<file path="config.mk">
export PLATFORM = sky130hd
export DESIGN_NAME = id_ex_stage
export DESIGN_NICKNAME = d
export VERILOG_FILES = /design/src/rtl/id_ex_stage.sv
export SDC_FILE = /design/constraint.sdc
export NUM_CORES = 2
export LEC_CHECK = 0
export BUFFER_PORTS_ARGS = -buffer_cell sky130_fd_sc_hd__buf_2
export CORE_ASPECT_RATIO = 0.75
export CORE_MARGIN = 1
export CORE_UTILIZATION = 55
export DETAILED_ROUTE_END_ITERATION = 10
export PLACE_DENSITY = 0.73
export SLEW_MARGIN = 20
export SYNTH_ARGS = -nofsm -noshare
export SYNTH_HDL_FRONTEND = slang
export SYNTH_SLANG_ARGS = --single-unit
</file>
<file path="constraint.sdc">
create_clock -name clk -period 4.3 [get_ports clk]
set_input_delay 0.215 -clock clk [delete_from_list [all_inputs] [get_ports clk]]
set_output_delay 0.215 -clock clk [all_outputs]
set_load 0.01 [all_outputs]
</file>
<file path="src/rtl/id_ex_stage.sv">
// ---------------------------------------------------------------------------
// id_ex_stage - FemtoRV32 decode stage and ID/EX pipeline register.
//
// Decodes the instruction held in IF/ID into control bits and a sign-extended
// immediate. Reads the 32x32 register file, which forwards same-cycle
// writebacks. Detects load-use hazards and drives stall back to fetch.
// Registers everything into the ID/EX pipeline register.
//
// Ports:
//   clk, rst                      clock, synchronous active-high reset
//   pc_ifid, instr_ifid, pc4_ifid IF/ID pipeline register contents
//   flush                         kill the instruction in ID (branch taken in EX)
//   wb_en, wb_rd, wb_data         register file write port
//   stall                         combinational; fetch holds PC and IF/ID
//   idex_*                        registered ID/EX pipeline register
//   stall_cnt                     hazard-bubble counter (only with ID_STALL_COUNT_EN)
//
// Optional feature macro: ID_STALL_COUNT_EN
// ---------------------------------------------------------------------------
module id_ex_stage #(
  parameter int XLEN  = 32,
  parameter int NREGS = 32
) (
  input  logic            clk,
  input  logic            rst,
  input  logic [31:0]     pc_ifid,
  input  logic [31:0]     instr_ifid,
  input  logic [31:0]     pc4_ifid,
  input  logic            flush,
  input  logic            wb_en,
  input  logic [4:0]      wb_rd,
  input  logic [XLEN-1:0] wb_data,
  output logic            stall,
  output logic            idex_valid,
  output logic [31:0]     idex_pc,
  output logic [31:0]     idex_pc4,
  output logic [XLEN-1:0] idex_rs1_data,
  output logic [XLEN-1:0] idex_rs2_data,
  output logic [31:0]     idex_imm,
  output logic [4:0]      idex_rs1,
  output logic [4:0]      idex_rs2,
  output logic [4:0]      idex_rd,
  output logic [2:0]      idex_funct3,
  output logic            idex_funct7b5,
  output logic [8:0]      idex_ctrl,
`ifdef ID_STALL_COUNT_EN
  output logic [31:0]     stall_cnt,
`endif
  output logic            idex_illegal
);

  localparam logic [6:0] OP_R      = 7'b0110011;
  localparam logic [6:0] OP_I      = 7'b0010011;
  localparam logic [6:0] OP_LOAD   = 7'b0000011;
  localparam logic [6:0] OP_STORE  = 7'b0100011;
  localparam logic [6:0] OP_BRANCH = 7'b1100011;
  localparam logic [6:0] OP_JAL    = 7'b1101111;
  localparam logic [6:0] OP_JALR   = 7'b1100111;
  localparam logic [6:0] OP_LUI    = 7'b0110111;
  localparam logic [6:0] OP_AUIPC  = 7'b0010111;

  // ctrl = {regwrite, memread, memwrite, memtoreg, alusrc, branch, jump, aluop[1:0]}
  localparam int CTRL_MEMREAD = 7;

  logic [XLEN-1:0] r_regs [NREGS];

  logic            r_valid;
  logic [31:0]     r_pc;
  logic [31:0]     r_pc4;
  logic [XLEN-1:0] r_rs1_data;
  logic [XLEN-1:0] r_rs2_data;
  logic [31:0]     r_imm;
  logic [4:0]      r_rs1;
  logic [4:0]      r_rs2;
  logic [4:0]      r_rd;
  logic [2:0]      r_funct3;
  logic            r_funct7b5;
  logic [8:0]      r_ctrl;
  logic            r_illegal;

  logic [6:0]      w_opcode;
  logic [4:0]      w_rs1;
  logic [4:0]      w_rs2;
  logic [4:0]      w_rd;
  logic [8:0]      w_ctrl;
  logic            w_illegal;
  logic            w_uses_rs2;
  logic [31:0]     w_imm;
  logic [XLEN-1:0] w_rs1_data;
  logic [XLEN-1:0] w_rs2_data;
  logic            w_hazard;

  assign w_opcode = instr_ifid[6:0];
  assign w_rd     = instr_ifid[11:7];
  assign w_rs1    = instr_ifid[19:15];
  assign w_rs2    = instr_ifid[24:20];

  // Register file write port; x0 is never written.
  always_ff @(posedge clk) begin
    if (rst) begin
      for (int i = 0; i < NREGS; i++) begin
        r_regs[i] <= '0;
      end
    end else if (wb_en && (wb_rd != 5'd0)) begin
      r_regs[wb_rd] <= wb_data;
    end
  end

  // Operand read with write-first forwarding of the writeback port.
  always_comb begin
    w_rs1_data = '0;
    w_rs2_data = '0;
    if (w_rs1 == 5'd0) begin
      w_rs1_data = '0;
    end else if (wb_en && (wb_rd == w_rs1)) begin
      w_rs1_data = wb_data;
    end else begin
      w_rs1_data = r_regs[w_rs1];
    end
    if (w_rs2 == 5'd0) begin
      w_rs2_data = '0;
    end else if (wb_en && (wb_rd == w_rs2)) begin
      w_rs2_data = wb_data;
    end else begin
      w_rs2_data = r_regs[w_rs2];
    end
  end

  // Opcode decode: control bits, immediate format and rs2 usage.
  always_comb begin
    w_ctrl      = 9'd0;
    w_illegal   = 1'b0;
    w_uses_rs2  = 1'b0;
    w_imm       = 32'd0;
    case (w_opcode)
      OP_R: begin
        w_ctrl     = 9'b1_0_0_0_0_0_0_10;
        w_uses_rs2 = 1'b1;
      end
      OP_I: begin
        w_ctrl = 9'b1_0_0_0_1_0_0_10;
        w_imm  = {{20{instr_ifid[31]}}, instr_ifid[31:20]};
      end
      OP_LOAD: begin
        w_ctrl = 9'b1_1_0_1_1_0_0_00;
        w_imm  = {{20{instr_ifid[31]}}, instr_ifid[31:20]};
      end
      OP_STORE: begin
        w_ctrl     = 9'b0_0_1_0_1_0_0_00;
        w_uses_rs2 = 1'b1;
        w_imm      = {{20{instr_ifid[31]}}, instr_ifid[31:25], instr_ifid[11:7]};
      end
      OP_BRANCH: begin
        w_ctrl     = 9'b0_0_0_0_0_1_0_01;
        w_uses_rs2 = 1'b1;
        w_imm      = {{19{instr_ifid[31]}}, instr_ifid[31], instr_ifid[7],
                      instr_ifid[30:25], instr_ifid[11:8], 1'b0};
      end
      OP_JAL: begin
        w_ctrl = 9'b1_0_0_0_0_0_1_00;
        w_imm  = {{11{instr_ifid[31]}}, instr_ifid[31], instr_ifid[19:12],
                  instr_ifid[20], instr_ifid[30:21], 1'b0};
      end
      OP_JALR: begin
        w_ctrl = 9'b1_0_0_0_1_0_1_00;
        w_imm  = {{20{instr_ifid[31]}}, instr_ifid[31:20]};
      end
      OP_LUI, OP_AUIPC: begin
        w_ctrl = 9'b1_0_0_0_1_0_0_11;
        w_imm  = {instr_ifid[31:12], 12'd0};
      end
      default: begin
        w_ctrl    = 9'd0;
        w_illegal = 1'b1;
      end
    endcase
  end

  // A load in EX whose destination feeds this instruction must wait one cycle.
  // rs1 is compared for every format; rs2 only where the field is a real source.
  assign w_hazard = r_valid && r_ctrl[CTRL_MEMREAD] && (r_rd != 5'd0) &&
                    ((r_rd == w_rs1) || (w_uses_rs2 && (r_rd == w_rs2)));

  // A flush discards the instruction anyway, so there is nothing to hold.
  assign stall = w_hazard && !flush;

  // ID/EX pipeline register: reset, flush and hazard all insert a zeroed bubble.
  always_ff @(posedge clk) begin
    if (rst || flush || w_hazard) begin
      r_valid    <= 1'b0;
      r_pc       <= 32'd0;
      r_pc4      <= 32'd0;
      r_rs1_data <= '0;
      r_rs2_data <= '0;
      r_imm      <= 32'd0;
      r_rs1      <= 5'd0;
      r_rs2      <= 5'd0;
      r_rd       <= 5'd0;
      r_funct3   <= 3'd0;
      r_funct7b5 <= 1'b0;
      r_ctrl     <= 9'd0;
      r_illegal  <= 1'b0;
    end else begin
      r_valid    <= 1'b1;
      r_pc       <= pc_ifid;
      r_pc4      <= pc4_ifid;
      r_rs1_data <= w_rs1_data;
      r_rs2_data <= w_rs2_data;
      r_imm      <= w_imm;
      r_rs1      <= w_rs1;
      r_rs2      <= w_rs2;
      r_rd       <= w_rd;
      r_funct3   <= instr_ifid[14:12];
      r_funct7b5 <= instr_ifid[30];
      r_ctrl     <= w_ctrl;
      r_illegal  <= w_illegal;
    end
  end

`ifdef ID_STALL_COUNT_EN
  logic [31:0] r_stall_cnt;

  // Count only hazard bubbles; flush bubbles are excluded. Wraps naturally.
  always_ff @(posedge clk) begin
    if (rst) begin
      r_stall_cnt <= 32'd0;
    end else if (w_hazard && !flush) begin
      r_stall_cnt <= r_stall_cnt + 32'd1;
    end
  end

  assign stall_cnt = r_stall_cnt;
`endif

  assign idex_valid    = r_valid;
  assign idex_pc       = r_pc;
  assign idex_pc4      = r_pc4;
  assign idex_rs1_data = r_rs1_data;
  assign idex_rs2_data = r_rs2_data;
  assign idex_imm      = r_imm;
  assign idex_rs1      = r_rs1;
  assign idex_rs2      = r_rs2;
  assign idex_rd       = r_rd;
  assign idex_funct3   = r_funct3;
  assign idex_funct7b5 = r_funct7b5;
  assign idex_ctrl     = r_ctrl;
  assign idex_illegal  = r_illegal;

endmodule
</file>
==> results.ini <==
[floorplanning]
coreArea_um2=108000
ios=328
start_util_pct=55.9
die_x_um=385
die_h_um=289
row_count=104
die_area_um2=111000

[placed_design]
port-buffer-count=327
placedCellCount=5772
gp_congestion=1.00
dp_hpwl_um=131000

[logic_synthesis]
ys_types=73
synthArstFlopShare_pct=0
synthTopCellsByArea=edfxtp_1 51%, mux4_2 16%, and2_1 10%
synth_edf_count=1024
yosys_register_bits=1213
synth_top_area_cell=edfxtp_1
synth-main-ff-cell=edfxtp_1
seq_area_frac_synth_pct=57.1
syn_avg_cell_area_um2=14.2
netlist_area_um2=60500
synth_top_area_share_pct=50.9
ys_warn_count=0
synthCells=4263

[setup_path]
crit_type=reg2out
startpoint_type=flop
critPathSlowestCell=buf_4
path_max_fanout=84
cp_slowest_stage_delay_ns=0.64
required_ns=4.09
cp.arrival_ns=3.08
cp-end-kind=output pin
path_cells=or4_1 -> o211ai_1 -> a21o_2 -> buf_4 -> nor2_1 -> buf_2

[timing]
drv_slew=0
timing.hold.ws_ns=0.00480
worstMarginPinSlew_ns=1.27
hold_violations=0
relSlewSlack_pct=15.0
max_freq_mhz=304
fin_crit_sh_pct=76.6
setup_viol=0
clock_skew_ns=0.0387
rsz0062_at_grt=no
fin_crit_ns=3.29
setup_tns_ns=0

[routing]
drtIter0Drc=7335
vias=42500
drt.antenna.violating_nets=0
drc=0
wl_um=212000
avgViaCountPerCell=6.95
wire_per_inst_um=34.7
firstDrtPassIters=8

[final_layout]
final_nets=4707
syn_to_final_growth_pct=13.6
final_cells=6109
post-route-util_pct=63.5
drive_gt1_share_pct=25.6

[power]
p_int_mw=20.4
comb_power_share_pct=11.3
ir_drop_uv=414
power.switching_mw=6.88
cellLeakagePower_nw=25.2
p_seq_share_pct=50.2
swShare_pct=25.2
finalPower_mw=27.3
p_clk_share_pct=38.4
p_per_area_nw_per_um2=398

[clocking]
cts_buffers=115
clk_pin_slew_worst_paths_ns=0.07
postCtsSetupBuffers=0
ctsResizeCount=0
cts_tree=yes
cts-root-buf=clkbuf_16
cts_buffer_depth=3
ctsHoldBuffers=112
clock_latency_ns=0.77
cts_num_sinks=1213
htreeDepth=3

[global_route]
grt-ovfl-total=0
grt_pass1_vias=40400
antenna_found_initial=28
grt_max_degree=85
grt.total_usage_pct=37.8
grt_first_pass_wirelength_um=294000

[outcome]
outcome=finished, final reports clean

[job]
max_cap_viol_count=0

[worst_hold_path]
hold_class=in2reg

==> cells by family after synthesis <==
kind of cell    share of synthesized area [%]
flops                                    57.1
compound gates                           4.68
buf+inv                                  3.67
simple gates                             15.2
mux                                      19.0
xor+xnor                                0.290
other cells                           0.00620
==> per-stage QoR <==
| step | setup WS (ns) | area (um2) |
|---|---|---|
| after floorplan | 2.34 | 60600 |
| final | 1.01 | 68700 |
| after global routing | 0.926 | 68700 |
| after detailed placement | 1.13 | 63700 |
| after global placement | 1.14 | 63700 |
| after CTS | 1.10 | 68600 |
==> layer usage <==
metal	vias up	share of wire (%)	GRT usage, %
met2	3908	42	52.5
li1	16700	-	-
met3	639	17	13.8
met1	21200	36	53.4
met5	-	0.055	0
met4	22	4.8	16.4
==> worst paths after layout <==
path / from / to / slack [ns] / cells past startpoint
hold / removal: instr_ifid[15] / idex_imm[15] / 0.005 / 3
setup / recovery: idex_rd[1] / stall / 1.01 / 6
setup reg to reg: idex_rd[1] / idex_imm[15] / 1.39 / 6
hold reg to reg: r_regs[7][27] / idex_rs1_data[27] / 0.90 / 5
==> synthesized netlist by cell type, types with 15 or more instances <==
master and instances:
nor2_1 138, and3_1 95, and2_1 995, nor3_1 82, mux4_2 422, buf_2 86, buf_6 32, a22oi_1 148
edfxtp_1 1024, a21oi_1 47, dfxtp_1 189, o21ai_0 37, nand2_1 95, mux2i_1 193, a221oi_1 50, clkbuf_1 268
nand3_1 70, buf_4 25, or2_2 35, o22ai_1 15, a211oi_1 16
==> flip-flops by register name (all words and copies together), names as in the netlist, 3 cells and up <==
signal and cells:
idex_imm 32, idex_funct3 3, idex_rs2 5, idex_pc4 32, idex_rs1_data 32, idex_rs2_data 32
idex_ctrl 8, idex_pc 32, r_regs 1024, idex_rs1 5, idex_rd 5
==> worst max-delay path: cells and delay by family, from the launching register on <==
family                 cells  cell delay, ns
flip-flops                 1            0.36
buffers and inverters      2            0.82
AND/OR/NAND/NOR            2            0.66
AO/OA/AOI/OAI              2            0.46
==> cell type report <==
| class | count | area (um2) |
|---|---|---|
| multi-input combinational | 2640 | 24100 |
| clock inverter | 62 | 641 |
| inverter | 4 | 16.3 |
| fill | 7743 | 39500 |
| clock buffer | 154 | 3160 |
| sequential | 1213 | 34500 |
| tap | 1431 | 1790 |
| timing repair buffer | 596 | 4370 |
| antenna | 9 | 22.5 |
==> cells in the final DEF (no fill, tap or decap), drive strengths merged, types with 84 or more instances in the layout <==
master       instances
a22oi              148
clkbuf             154
mux4               422
dlygate4sd3        112
edfxtp            1024
buf                484
and3                95
nand2               96
dfxtp              189
nor3                84
nor2               138
and2               996
mux2i              193
==> power groups by stage <==
stage               logic [mW]  clock network (mW)  registers, mW
floorplan                 1.81                   0           13.8
global placement          2.88                   0           13.9
detailed placement        2.91                   0           13.9
CTS                       3.00                10.5           13.7
global route              3.17                10.9           13.8
finish                    3.10                10.5           13.7
No activity file was read; power rests on OpenSTA's default activity.
